<file path="src/rtl/frequency_meter_pkg.sv">
// rtl/frequency_meter_pkg.sv - shared defaults, FSM encoding and saturating-add helper for frequency_meter
package frequency_meter_pkg;

  localparam int unsigned DEF_GATE_CYCLES = 50_000_000;
  localparam int unsigned DEF_GATE_W      = 26;
  localparam int unsigned DEF_COUNT_W     = 26;

  // Working width of the edge accumulator; COUNT_W must not exceed it.
  localparam int unsigned ACC_W = 32;

  typedef enum logic {
    ST_SETTLE  = 1'b0,
    ST_MEASURE = 1'b1
  } meter_state_e;

  // Adds inc to val, clamping at max_val. Bit ACC_W flags an increment
  // that was attempted while already at max_val.
  function automatic logic [ACC_W:0] sat_inc(input logic [ACC_W-1:0] val,
                                             input logic             inc,
                                             input logic [ACC_W-1:0] max_val);
    logic [ACC_W:0] res;
    res = {1'b0, val};
    if (inc) begin
      if (val == max_val) begin
        res[ACC_W] = 1'b1;
      end else begin
        res[ACC_W-1:0] = val + {{(ACC_W-1){1'b0}}, 1'b1};
      end
    end
    return res;
  endfunction

endpackage

</file>
<file path="src/rtl/frequency_meter_sync_edge_detect.sv">
// rtl/frequency_meter_sync_edge_detect.sv - 2-flop synchronizer with registered rising-edge pulse
module sync_edge_detect (
  input  logic clk,
  input  logic rst_n,
  input  logic async_in,
  output logic edge_pulse
);

  logic       meta_q, meta_d;
  logic       sync_q, sync_d;
  logic       prev_q, prev_d;
  logic       edge_q, edge_d;
  logic [1:0] fill_q, fill_d;

  // Pulse is suppressed until prev_q holds a real sample, so a level that is
  // already high at reset release is not mistaken for a rising edge.
  always_comb begin
    meta_d = async_in;
    sync_d = meta_q;
    prev_d = sync_q;
    fill_d = (fill_q == 2'd3) ? fill_q : fill_q + 2'd1;
    edge_d = (fill_q == 2'd3) && sync_q && !prev_q;
  end

  // Synchronizer, history and edge flops.
  always_ff @(posedge clk or negedge rst_n) begin
    if (!rst_n) begin
      meta_q <= 1'b0;
      sync_q <= 1'b0;
      prev_q <= 1'b0;
      edge_q <= 1'b0;
      fill_q <= 2'd0;
    end else begin
      meta_q <= meta_d;
      sync_q <= sync_d;
      prev_q <= prev_d;
      edge_q <= edge_d;
      fill_q <= fill_d;
    end
  end

  assign edge_pulse = edge_q;

endmodule

</file>
<file path="src/rtl/frequency_meter.sv">
// rtl/frequency_meter.sv - gated-window frequency meter; FREQ_METER_HOLD_EN adds a HOLD input that suppresses publishing
module frequency_meter
  import frequency_meter_pkg::*;
#(
  parameter int unsigned GATE_CYCLES = DEF_GATE_CYCLES,
  parameter int unsigned GATE_W      = DEF_GATE_W,
  parameter int unsigned COUNT_W     = DEF_COUNT_W
) (
  input  logic               CLK_50M,
  input  logic               RST_N,
  input  logic               SIG_IN,
`ifdef FREQ_METER_HOLD_EN
  input  logic               HOLD,
`endif
  output logic [COUNT_W-1:0] FREQ,
  output logic               FREQ_VALID,
  output logic               OVERFLOW
);

  localparam logic [GATE_W-1:0] GATE_LAST = GATE_W'(GATE_CYCLES - 1);
  localparam logic [ACC_W-1:0]  COUNT_MAX = (COUNT_W >= ACC_W) ? {ACC_W{1'b1}}
                                          : ((ACC_W'(1) << COUNT_W) - ACC_W'(1));

  logic edge_pulse;

  sync_edge_detect u_sig_edge (
    .clk        (CLK_50M),
    .rst_n      (RST_N),
    .async_in   (SIG_IN),
    .edge_pulse (edge_pulse)
  );

  meter_state_e       state_q, state_d;
  logic               settle_q, settle_d;
  logic [GATE_W-1:0]  gate_q, gate_d;
  // Bits above COUNT_W never leave zero because saturation stops at COUNT_MAX.
  logic [ACC_W-1:0]   count_q, count_d;
  logic               ovf_acc_q, ovf_acc_d;
  logic [COUNT_W-1:0] freq_q, freq_d;
  logic               freq_valid_q, freq_valid_d;
  logic               overflow_q, overflow_d;

  logic [ACC_W:0]     inc_res;
  logic               window_close;
  logic               publish;

  // Next-state: settle, run the gate, accumulate edges, publish at window close.
  always_comb begin
    state_d      = state_q;
    settle_d     = settle_q;
    gate_d       = gate_q;
    count_d      = count_q;
    ovf_acc_d    = ovf_acc_q;
    freq_d       = freq_q;
    freq_valid_d = 1'b0;
    overflow_d   = overflow_q;

    inc_res      = sat_inc(count_q, edge_pulse, COUNT_MAX);
    window_close = (state_q == ST_MEASURE) && (gate_q == GATE_LAST);
`ifdef FREQ_METER_HOLD_EN
    publish      = window_close && !HOLD;
`else
    publish      = window_close;
`endif

    case (state_q)
      ST_SETTLE: begin
        gate_d    = '0;
        count_d   = '0;
        ovf_acc_d = 1'b0;
        settle_d  = 1'b1;
        if (settle_q) begin
          state_d = ST_MEASURE;
        end
      end
      ST_MEASURE: begin
        if (window_close) begin
          // An edge on the closing cycle still belongs to this window.
          gate_d    = '0;
          count_d   = '0;
          ovf_acc_d = 1'b0;
          if (publish) begin
            freq_d       = inc_res[COUNT_W-1:0];
            overflow_d   = ovf_acc_q | inc_res[ACC_W];
            freq_valid_d = 1'b1;
          end
        end else begin
          gate_d    = gate_q + GATE_W'(1);
          count_d   = inc_res[ACC_W-1:0];
          ovf_acc_d = ovf_acc_q | inc_res[ACC_W];
        end
      end
    endcase
  end

  // FSM, counters and registered outputs.
  always_ff @(posedge CLK_50M or negedge RST_N) begin
    if (!RST_N) begin
      state_q      <= ST_SETTLE;
      settle_q     <= 1'b0;
      gate_q       <= '0;
      count_q      <= '0;
      ovf_acc_q    <= 1'b0;
      freq_q       <= '0;
      freq_valid_q <= 1'b0;
      overflow_q   <= 1'b0;
    end else begin
      state_q      <= state_d;
      settle_q     <= settle_d;
      gate_q       <= gate_d;
      count_q      <= count_d;
      ovf_acc_q    <= ovf_acc_d;
      freq_q       <= freq_d;
      freq_valid_q <= freq_valid_d;
      overflow_q   <= overflow_d;
    end
  end

  assign FREQ       = freq_q;
  assign FREQ_VALID = freq_valid_q;
  assign OVERFLOW   = overflow_q;

endmodule

</file>
<file path="config.mk">
export PLATFORM = sky130hd
export DESIGN_NAME = frequency_meter
export DESIGN_NICKNAME = d
export VERILOG_FILES = /design/src/rtl/frequency_meter_pkg.sv /design/src/rtl/frequency_meter_sync_edge_detect.sv /design/src/rtl/frequency_meter.sv
export SDC_FILE = /design/constraint.sdc
export NUM_CORES = 1
export LEC_CHECK = 0
export ABC_AREA = 1
export ABC_CLOCK_PERIOD_IN_PS = 1700
export BUFFER_PORTS_ARGS = -buffer_cell sky130_fd_sc_hd__buf_2
export CAP_MARGIN = 20
export CORE_MARGIN = 2
export CORE_UTILIZATION = 43
export CTS_CLUSTER_DIAMETER = 60
export DETAILED_ROUTE_END_ITERATION = 7
export PLACE_DENSITY = 0.68
export REMOVE_ABC_BUFFERS = 1
export SYNTH_ARGS = -nofsm -noshare
export SYNTH_HDL_FRONTEND = slang
export SYNTH_SLANG_ARGS = --single-unit
</file>
<file path="constraint.sdc">
create_clock -name CLK_50M -period 1.7 [get_ports CLK_50M]
set_input_delay 0.51 -clock CLK_50M [delete_from_list [all_inputs] [get_ports CLK_50M]]
set_output_delay 0.51 -clock CLK_50M [all_outputs]
set_load 0.02 [all_outputs]
</file>
==> results by group, run 1 <==
Routing
  • Via density: 5.14
  • Iter 0 DRT Violations: 331
  • Wirelength per Cell: around 15 um
  • Antenna-violating nets left: 0
  • Vias: 4882
  • DR pass1 iterations: 4
  • DRC errors left: 0
  • Detailed Route WL: ~14 mm

Global route
  • GRT Util Overall: 19.9%
  • Antenna violations before repair: 0
  • Vias in the first global route: 4778
  • First-pass GRT wire length: roughly 21 mm
  • Largest net degree at the start of global routing: 96
  • Total gr overflow: 0

Synthesis
  • Register bit total from synthesis: 95
  • Post-synthesis mux area share: less than 1%
  • EDFF count, synth: 0
  • Synth Cell Area: about 0.0052 mm^2
  • Synth Area in Compound Gates: between 2 and 2.5%
  • XOR/XNOR Fraction of Synth Area: under 10%
  • Synth area leaders: dfrtp_1 (46%), nand2_1 (17%), nor2_1 (9.1%)
  • Largest family of logic cells by synthesized area: simple AND/OR/NAND/NOR gates
  • Main synth FF type: dfrtp_1
  • Yosys top cell area share: 45.7%
  • Unique masters post-synth: 31
  • Post-synthesis simple-gate area fraction: roughly 41%
  • Cell taking the most area after synthesis: dfrtp_1
  • Mapped Cells: 717
  • FFs w/ async S/R, synth: 100%
  • Register area share after synthesis: 45.7%
  • YS warnings: 0
  • Adder-cell share of the synthesized area: 0.722%
  • Synthesized area per cell: approximately 7.3 um^2

Critical path
  • CP Launch Type: flip-flop
  • Req. time, crit path: 1.97 ns
  • CP arrival: 2.03 ns
  • Critical path fanouts, max: 3
  • Critical Setup Path Class: reg -> reg
  • Crit path capture type: flip-flop

Timing
  • Final Hold Viols: 0
  • Final setup margin: -0.0667 ns
  • Min Tclk post-route: 1.77 ns
  • Pins Over Slew Limit: 0
  • Worst-margin pin slew: 0.502 ns
  • RSZ-0062 raised after global routing: true
  • Clock skew: between 0.008 and 0.009 ns
  • Slew HR: 66.5%
  • Fin crit share: 104%
  • F_max: 0.566 GHz
  • Setup tns final: -0.323 ns
  • Setup violators final: 16

Floorplanning
  • I/O pin total: 31
  • Starting Density: 43.6%
  • FP Rows: 40
  • Die span in y: 114 um
  • Die width: between 100 and 150 um
  • Die area: 0.0130 mm^2
  • Core ar.: 0.0119 mm^2

CTS
  • CTS buffer count: 9
  • Max Root-Sink Buffers: 2
  • # hold bufs at CTS: 0
  • Clock Latency Late Sink: 0.35 ns
  • CTS sink cnt: 95
  • Clock transition at path regs: 0.07 ns
  • Clock tree from TritonCTS: done
  • CTS root buffer: clkbuf_16
  • H-tree levels: 3

Hold path
  • Hold crit path type: in -> async

Placed design
  • RePlAce Congestion: 0.909
  • I/O Buffers: 30
  • DP Cell Count: 914
  • Hpwl dp: around 8.7 mm
  • Placed Area: about 0.0057 mm^2

Final layout
  • Post-Layout Cell Count: 949
  • Fin util: between 50 and 60%
  • Nets: 803
  • Final Cell Area: 0.00692 mm^2
  • Layout cells sized above 1: 31.5%
  • Fillcell total: 1015
  • Area Overhead vs Synth: 33.0%
  • N_diodes: 0

Power and ir drop
  • PwrDens: just over 700 mW/mm^2
  • P_leak: 0.00323 uW
  • Design Power: 4970 uW
  • Peak supply drop: 0.000537 V

Status
  • Failing checks: negative setup slack
  • Status: complete, but fails checks

Run
  • Max_cap viols: 0
==> layout make-up <==
| cell class | count | area [um^2] | area share [%] |
|---|---|---|---|
| flip-flops and latches | 95 | 2380 | 34.4 |
| clock inverters | 6 | 61.3 | 0.887 |
| well taps | 147 | 184 | 2.66 |
| inverters | 78 | 322 | 4.65 |
| multi-input cells | 526 | 2960 | 42.7 |
| repair inverters | 2 | 27.5 | 0.398 |
| repair buffers | 85 | 757 | 10.9 |
| clock buffers | 10 | 229 | 3.31 |
==> worst max-delay path: stages (launching register included) <==
cell and delay (ns):
dfrtp_1 0.39, ha_4 0.17, nand2_4 0.05, nor2_4 0.12, buf_4 0.13, nand3b_1 0.21
nor2_2 0.27, nand3_4 0.10, nand2_4 0.09, nand2_1 0.05, nor2_1 0.11
==> synthesized netlist by cell type (5+ instances only) <==
| cell | instances |
|---|---|
| a21oi_1 | 9 |
| buf_2 | 12 |
| dfrtp_1 | 95 |
| inv_1 | 75 |
| nand2_1 | 240 |
| nand3_1 | 50 |
| nand3_2 | 13 |
| nand4_1 | 14 |
| nor2_1 | 126 |
| nor2_2 | 7 |
| nor2_4 | 6 |
| nor3_1 | 19 |
| o21ai_0 | 5 |
| o21ai_1 | 6 |
| xor2_1 | 10 |
==> layer usage <==
metal,GRT usage (%),vias to the layer above,part of all wire (%)
li1,-,2402,-
met1,24.2,2339,42
met2,35.0,105,52
met3,4.09,36,3.8
met4,7.15,0,2.9
met5,0,-,0
==> metrics by stage <==
stage,hold slack (ns),setup slack [ns]
6_report,0.202,-0.0667
5_1_grt,0.253,-0.153
4_1_cts,0.236,0.00382
3_5_place_dp,0.335,-0.109
3_3_place_gp,0.335,-0.0576
2_1_floorplan,0.214,-0.401
==> sequential cells by signal, indices dropped and copies added (netlist names) <==
register               cells
settle_q                   1
u_sig_edge.prev_d          1
FREQ                      26
gate_q                    26
u_sig_edge.meta_q          1
count_q                   32
ovf_acc_q                  1
u_sig_edge.fill_q          2
FREQ_VALID                 1
state_q                    1
OVERFLOW                   1
u_sig_edge.edge_pulse      1
u_sig_edge.prev_q          1
==> layout by cell type, fill, tap and decap left out, types with 14 or more instances in the layout <==
cell     synthesis  final
nor2_2           7     15
nor3_1          19     15
nand3_2         13     26
buf_4            0     37
nor2_1         126    107
dfrtp_1         95     93
nand2_2          4     48
nor2_4           6     17
buf_2           12     29
inv_1           75     73
nand3_1         50     31
nand4_1         14     14
nand2_1        240    183
==> logic make-up after synthesis <==
| kind of cell | count (synthesis) |
|---|---|
| AO/OA/AOI/OAI | 22 |
| XOR/XNOR | 11 |
| adder cells (fa/ha/maj) | 3 |
| buffers and inverters | 96 |
| flip-flops | 95 |
| multiplexers | 1 |
| AND/OR/NAND/NOR | 489 |
==> power by group <==
part / switching [uW] / leakage (uW) / internal [uW]
Sequential: 89.8 / 0.00126 / 2330
Clock: 867 / 0.000142 / 1140
Combinational: 347 / 0.00183 / 202
==> worst paths after layout <==
check,from,to,slack [ns],depth (start not counted)
setup / recovery,count_q[0],count_q[18],-0.07,10
hold / removal,RST_N,FREQ[9],0.20,2
setup reg to reg,count_q[0],count_q[18],-0.07,10
hold reg to reg,u_sig_edge.meta_q,u_sig_edge.prev_d,0.35,0
max in group asynchronous,RST_N,gate_q[23],1.11,2
min in group CLK_50M,SIG_IN,u_sig_edge.meta_q,0.27,1
==> repair_timing <==
action                     CTS  global route
pin swaps                    4            40
setup endpoints to repair   53            78
setup buffers                1            12
gates cloned                 0             6
gates resized for setup     15           164
Note: power is estimated with default switching activity, not from simulation.
==> run 2, diff against run 1 <==
--- a/config.mk
+++ b/config.mk
@@ -13,7 +13,6 @@
 export CORE_UTILIZATION = 43
 export CTS_CLUSTER_DIAMETER = 60
 export DETAILED_ROUTE_END_ITERATION = 7
-export PLACE_DENSITY = 0.68
 export REMOVE_ABC_BUFFERS = 1
 export SYNTH_ARGS = -nofsm -noshare
 export SYNTH_HDL_FRONTEND = slang
==> run 2 against run 1 <==
Compared with the run above: via count shrank 3.5%; global-route usage is essentially flat; register-to-register slack gained 0.08 ns; core utilization shrank 0.58 points; die area is the same; sequential share of layout area grew 0.31 points; power grew 3.7%; the flow now finishes without violations; final area shrank 1.0%; maximum frequency grew 4.9%.
==> results by group, run 2 (synthesized netlist as in run 1, its figures left out) <==
Critical path
  • Critical path buffers and inverters: 1 (unchanged)
  • CP arrival: 1.93 ns (-0.10 ns)
  • Critical Setup Path Class: reg -> reg
  • Critical path fanouts, max: 6 (+3)
  • Crit-path cells: nand2_1 -> nor2_1 -> nand2_1 -> nor2_4 -> nand3_4 -> clkbuf_16 -> nand2_2 -> nand2_2 -> nand3_1 -> nand2_1
  • Crit path capture type: flip-flop
  • Reg2Reg Setup Slack: 0.02 ns (+0.08 ns)
  • Crit path max-delay family: simple AND/OR/NAND/NOR gates
  • Req. time, crit path: 1.94 ns (-0.03 ns)
  • CP Launch Type: flip-flop
  • Slowest cell delay on critical path: 0.43 ns (+0.04 ns)
  • Worst path slowest cell: dfrtp_1
  • Top cell by count, worst path: nand2_1

Routing
  • Antenna-violating nets left: 0 (unchanged)
  • Via density: 4.91 (-4.5%)
  • DR pass1 iterations: 4 (unchanged)
  • Iter 0 DRT Violations: 215 (-35%)
  • Vias: 4710 (-3.5%)
  • Wirelength per Cell: 13.8 um (-6.2%)
  • Detailed Route WL: 13.3 mm (-5.2%)
  • DRC errors left: 0 (unchanged)

CTS
  • Clock transition at path regs: 0.06 ns (about the same)
  • Clock Latency Late Sink: 0.35 ns (about the same)
  • CTS root buffer: clkbuf_16
  • Max Root-Sink Buffers: 2 (unchanged)
  • CTS buffer count: 9 (unchanged)
  • H-tree levels: 3 (unchanged)
  • CTS sink cnt: 95 (unchanged)
  • Clock tree from TritonCTS: done

Final layout
  • Max FFs per register: 32 (unchanged)
  • Most common cell after layout, fill and taps aside: nand2_1
  • Most frequent cells in the layout: nand2_1 (201), nor2_1 (107), dfrtp_1 (95)
  • Area Overhead vs Synth: 31.7%
  • Sequential cell area: 0.00238 mm^2 (-0.11%)
  • Layout cells sized above 1: 28.9% (-2.6 points)
  • Top reg by flops: count_q
  • Fillcell total: 1097 (+8.1%)
  • N_diodes: 0 (unchanged)
  • Multi-input gate area: 0.00283 mm^2 (-4.3%)
  • Nets: 813 (+1.2%)
  • Final Cell Area: 0.00685 mm^2 (-1.0%)

Floorplanning
  • Die area: 0.0130 mm^2 (unchanged)
  • Core ar.: 0.0119 mm^2 (unchanged)
  • I/O pin total: 31 (unchanged)
  • Die width: 114 um (unchanged)
  • Die span in y: 114 um (unchanged)
  • FP Rows: 40 (unchanged)
  • Starting Density: 43.6% (unchanged)

Timing
  • Fin crit share: 99.0% (-4.9 points)
  • Final Hold Viols: 0 (unchanged)
  • RSZ-0062 raised after global routing: true
  • Clock skew: 0.00863 ns (+0.0000366 ns)
  • Min Tclk post-route: 1.68 ns (-0.0831 ns)
  • Slew HR: 68.5% (+2.0 points)
  • Setup violators final: 0 (-16)
  • Pins Over Slew Limit: 0 (unchanged)
  • Worst-margin pin slew: 0.469 ns (-0.0334 ns)
  • Final hold slack: 0.262 ns (+0.0594 ns)
  • F_max: 0.594 GHz (+4.9%)

Placed design
  • Placed Area: 0.00582 mm^2 (+1.4%)
  • RePlAce Congestion: 0.893 (-1.7%)
  • I/O Buffers: 30 (unchanged)
  • Hpwl dp: 8.72 mm (+0.20%)

Power and ir drop
  • PwrDens: 753 mW/mm^2 (+4.8%)
  • P_leak: 0.00328 uW (+1.6%)
  • Design Power: 5150 uW (+3.7%)
  • Peak supply drop: 0.000410 V (-24%)

Run
  • Max_cap viols: 0 (unchanged)

Global route
  • Antenna violations before repair: 0 (unchanged)
  • Largest net degree at the start of global routing: 45 (-53%)
  • Total gr overflow: 0 (unchanged)
  • GRT Util Overall: 19.9% (about the same)
  • First-pass GRT wire length: 20.6 mm (-2.4%)
  • Vias in the first global route: 4383 (-8.3%)

Status
  • Status: finished, final reports clean

Hold path
  • Hold crit path type: in -> reg
==> run 2: changes by cell type in the layout (fill, tap and decap cells not counted), moves of 4 or more <==
| cell | previous run | this run |
|---|---|---|
| o21ai_2 | 6 | 2 |
| nand3_4 | 6 | 2 |
| buf_6 | 7 | 0 |
| nand2_2 | 48 | 29 |
| buf_4 | 37 | 52 |
| nand2_1 | 183 | 201 |
==> run 2: per-layer routing <==
metal | up-vias | part of all wire (%) | track usage [%]
met1 | 2201 | 46 | 26.1
met4 | 0 | 2.6 | 8.46
li1 | 2427 | - | -
met5 | - | 0 | 0
met2 | 63 | 48 | 32.8
met3 | 19 | 3.3 | 3.24
==> run 2: final cells by class <==
type,count,share of cell area [%]
Sequential cell,95,34.7
Tap cell,147,2.69
Multi-Input combinational cell,526,41.3
Timing Repair inverter,3,0.420
Clock inverter,5,1.19
Inverter,78,4.46
Timing Repair Buffer,94,11.7
Clock buffer,11,3.55
==> run 2: power by group <==
group	internal (uW)	leakage [uW]	total, uW	switching [uW]
registers	2330	0.00126	2410	83.8
clock network	1330	0.000156	2210	881
logic	204	0.00186	531	327
total	3860	0.00328	5150	1290
==> run 2: timing repair <==
action / CTS / global route
hold buffers: 1 / 0
resized for setup: 12 / 116
endpoints found under the hold margin: 9 / 0
setup buffers: 4 / 11
pin swaps: 5 / 20
cloned: 1 / 6
endpoints found under the setup margin: 48 / 78
==> run 2: final timing paths <==
path                            depth (start not counted)               from           endpoint
worst max-delay path                                   10        count_q[15]            FREQ[5]
max in group asynchronous                               3              RST_N         gate_q[18]
min in group asynchronous                               2              RST_N           FREQ[10]
worst min register to register                          0  u_sig_edge.meta_q  u_sig_edge.prev_d
worst min-delay path                                    1             SIG_IN  u_sig_edge.meta_q
worst max register to register                         10        count_q[15]            FREQ[5]
==> run 2: worst register-to-register path: stages (launching register included) <==
cell and delay (ns):
dfrtp_1 0.43, nand2_1 0.14, nor2_1 0.11, nand2_1 0.11, nor2_4 0.18, nand3_4 0.15, clkbuf_16 0.22, nand2_2 0.07
nand2_2 0.05, nand3_1 0.06, nand2_1 0.06
==> run 2: stage by stage <==
step / cells / utilization (%) / setup WS, ns / TNS [ns]
after global placement: 920 / 48.8 / -0.0622 / -0.245
after floorplan: 699 / - / -0.401 / -17.72
after detailed placement: 920 / 48.8 / -0.103 / -0.943
after CTS: 942 / 52.4 / -0.000277 / -0.000277
after global routing: 959 / 57.5 / -0.0923 / -2.79
final: 959 / 57.5 / 0.0164 / 0
==> run 3, diff against run 2 <==
--- a/config.mk
+++ b/config.mk
@@ -5,13 +5,13 @@
 export SDC_FILE = /design/constraint.sdc
 export NUM_CORES = 1
 export LEC_CHECK = 0
-export ABC_AREA = 1
 export ABC_CLOCK_PERIOD_IN_PS = 1700
 export BUFFER_PORTS_ARGS = -buffer_cell sky130_fd_sc_hd__buf_2
 export CAP_MARGIN = 20
 export CORE_MARGIN = 2
 export CORE_UTILIZATION = 43
 export CTS_CLUSTER_DIAMETER = 60
+export CTS_CLUSTER_SIZE = 16
 export DETAILED_ROUTE_END_ITERATION = 7
 export REMOVE_ABC_BUFFERS = 1
 export SYNTH_ARGS = -nofsm -noshare
==> run 3 against run 2 <==
Compared with the run above: the flow now finishes with violations (negative setup slack); global-route usage is 3.7 points higher; critical path depth is 2 lower; via count is 13% lower; largest power group unchanged.
==> results by group, run 3 <==
Synthesis
  • Mapped Cells: 450 (-37%)
  • Register bit total from synthesis: 95 (unchanged)
  • Unique masters post-synth: 51 (+65%)
  • Synthesized area per cell: 10.0 um^2 (+38%)
  • Main synth FF type: dfrtp_1
  • Yosys top cell area share: 52.8% (+7.0 points)
  • Synth top cells by count: dfrtp_1 (95), nor2_1 (67), nand2_1 (46), xnor2_1 (29), nand3_1 (26)
  • Cell taking the most area after synthesis: dfrtp_1
  • Synth Cell Area: 0.00451 mm^2 (-13%)
  • Register area share after synthesis: 52.8% (+7.0 points)
  • FFs w/ async S/R, synth: 100% (unchanged)
  • Most common cell in the synthesized netlist: dfrtp_1
  • Synth area leaders: dfrtp_1 (53%), xnor2_1 (5.6%), nor2_1 (5.6%)
  • EDFF count, synth: 0 (unchanged)
  • YS warnings: 0 (unchanged)

Global route
  • Top Usage Layer GRT: met2
  • Total gr overflow: 0 (unchanged)
  • Vias in the first global route: 4213 (-3.9%)
  • Largest net degree at the start of global routing: 45 (unchanged)
  • Met2 usage in global routing: 40.5% (+7.7 points)
  • Met1 usage: 30.2% (+4.1 points)
  • First-pass GRT wire length: 20.7 mm (+0.60%)
  • Antenna violations before repair: 0 (unchanged)
  • GRT Util Overall: 23.7% (+3.7 points)
  • Global Route met3 Usage: 5.15% (+1.9 points)

Timing
  • Clock skew: 0.0142 ns (+0.00558 ns)
  • Fin crit share: 130% (+31 points)
  • Final Hold Viols: 0 (unchanged)
  • Pins Over Slew Limit: 0 (unchanged)
  • Final setup margin: -0.516 ns (-0.532 ns)
  • Worst-margin pin slew: 0.412 ns (-0.0565 ns)
  • Min Tclk post-route: 2.22 ns (+0.532 ns)
  • RSZ-0062 raised after global routing: true
  • Setup violators final: 86 (+86)
  • F_max: 0.451 GHz (-24%)
  • Slew HR: 72.5% (+4.0 points)

Placed design
  • I/O Buffers: 30 (unchanged)
  • Dpl ws: -0.458 ns (-0.355 ns)
  • Hpwl dp: 7.90 mm (-9.5%)
  • DP Cell Count: 719 (-22%)
  • Placed Area: 0.00571 mm^2 (-1.9%)
  • RePlAce Congestion: 0.890 (-0.35%)

Final layout
  • Most common cell after layout, fill and taps aside: buf_4
  • Most frequent cells in the layout: buf_4 (122), dfrtp_1 (95), nand2_1 (45)
  • Post-Layout Cell Count: 769 (-20%)
  • Area Overhead vs Synth: 55.6%
  • Final Cell Area: 0.00701 mm^2 (+2.4%)
  • Max FFs per register: 32 (unchanged)
  • Fillcell total: 758 (-31%)
  • Layout cells sized above 1: 46.6% (+18 points)
  • N_diodes: 0 (unchanged)
  • Nets: 634 (-22%)
  • Top reg by flops: count_q
  • Fin util: 68.5% (+11 points)

Floorplanning
  • Die span in y: 106 um (-6.7%)
  • I/O pin total: 31 (unchanged)
  • Starting Density: 44.0% (+0.39 points)
  • FP Rows: 37 (-7.5%)
  • Die width: 106 um (-6.7%)
  • Die area: 0.0113 mm^2 (-13%)
  • Core ar.: 0.0102 mm^2 (-14%)

CTS
  • CTS root buffer: clkbuf_8
  • CTS buffer count: 9 (unchanged)
  • Clock Latency Late Sink: 0.39 ns (+0.04 ns)
  • H-tree levels: 3 (unchanged)
  • Max Root-Sink Buffers: 2 (unchanged)
  • Clock tree from TritonCTS: done
  • Clock transition at path regs: 0.09 ns (+0.03 ns)
  • CTS sink cnt: 95 (unchanged)

Critical path
  • Critical path fanouts, max: 6 (unchanged)
  • Critical Setup Path Class: reg -> reg
  • CP arrival: 2.48 ns (+0.55 ns)
  • Crit path capture type: flip-flop
  • CP Launch Type: flip-flop
  • Req. time, crit path: 1.96 ns (+0.02 ns)

Routing
  • DRC errors left: 0 (unchanged)
  • Antenna-violating nets left: 0 (unchanged)
  • Vias: 4099 (-13%)
  • Wirelength per Cell: 17.0 um (+22%)
  • DR pass1 iterations: 4 (unchanged)
  • Via density: 5.33 (+8.5%)
  • Detailed Route WL: 13.0 mm (-1.8%)
  • Iter 0 DRT Violations: 135 (-37%)

Power and ir drop
  • PwrDens: 630 mW/mm^2 (-16%)
  • Peak supply drop: 0.000689 V (+68%)
  • Design Power: 4420 uW (-14%)
  • P_leak: 0.00314 uW (-4.3%)

Hold path
  • Hold crit path type: in -> async

Status
  • Failing checks: negative setup slack
  • Status: complete, but fails checks

Run
  • Max_cap viols: 0 (unchanged)
run 3: cell types whose count changed after synthesis, moves of 8 or more:
cell,change
and4_1,+8
buf_2,-8
clkbuf_1,+13
inv_1,-65
nand2_1,-194
nand3_1,-24
nand3_2,-13
nor2_1,-59
o21ai_0,+8
o21ai_1,+9
xnor2_1,+28
xor2_1,+10
run 3: critical path, stage by stage (launching register included):
cell and delay, ns:
dfrtp_1 0.39, or4_4 0.56, buf_6 0.14, nor4_4 0.27
buf_6 0.19, buf_4 0.12, a2111oi_2 0.07, xnor2_1 0.26
o21ai_1 0.10
run 3: repair_timing:
item	4_1_cts	5_1_grt
setup buffers	21	16
gates resized for setup	73	110
gates cloned	7	1
endpoints found under the setup margin	86	87
pin swaps	32	61
hold buffers	0	0
run 3: cells by family after synthesis:
kind of cell	Yosys count	share of synthesized area, %
compound gates	55	8.28
xor+xnor	49	9.53
fa+ha+maj	3	0.833
buf+inv	30	2.94
flops	95	52.8
mux	1	0.250
simple gates	217	25.4
run 3: area by class of cell:
type / count / area, um^2 / area share (%)
well taps: 136 / 170 / 2.43
repair buffers: 187 / 1640 / 23.4
flip-flops and latches: 95 / 2380 / 33.9
clock inverters: 6 / 60.1 / 0.857
clock buffers: 10 / 138 / 1.96
inverters: 10 / 45.0 / 0.643
multi-input cells: 325 / 2580 / 36.8
run 3: final timing paths:
path                                         to  slack (ns)  depth (start not counted)         startpoint
max in group asynchronous  u_sig_edge.fill_q[0]        1.15                          2              RST_N
min in group CLK_50M          u_sig_edge.meta_q        0.23                          1             SIG_IN
max                                    FREQ[21]       -0.52                          8        count_q[29]
min                                   gate_q[3]       0.009                          1              RST_N
min reg2reg                   u_sig_edge.prev_d        0.36                          0  u_sig_edge.meta_q
max reg2reg                            FREQ[21]       -0.52                          8        count_q[29]
run 3: layer usage:
metal  vias to the layer above  part of all wire [%]
met1                      2054                    42
met3                        27                   3.3
met2                        77                    52
met5                         -                     0
met4                         0                   2.3
li1                       1941                     -
run 3: where the power goes:
group	total (uW)	internal (uW)	switching (uW)
clock network	1530	712	818
logic	513	241	272
registers	2370	2320	53.0
run 3: through the flow:
| step | hold WS (ns) | setup TNS (ns) |
|---|---|---|
| 2_1_floorplan | 0.214 | -177.92 |
| 3_3_place_gp | 0.333 | -21.66 |
| 3_5_place_dp | 0.337 | -25.37 |
| 4_1_cts | 0.00910 | -27.83 |
| 5_1_grt | 0.0103 | -34.81 |
| 6_report | 0.00932 | -27.35 |
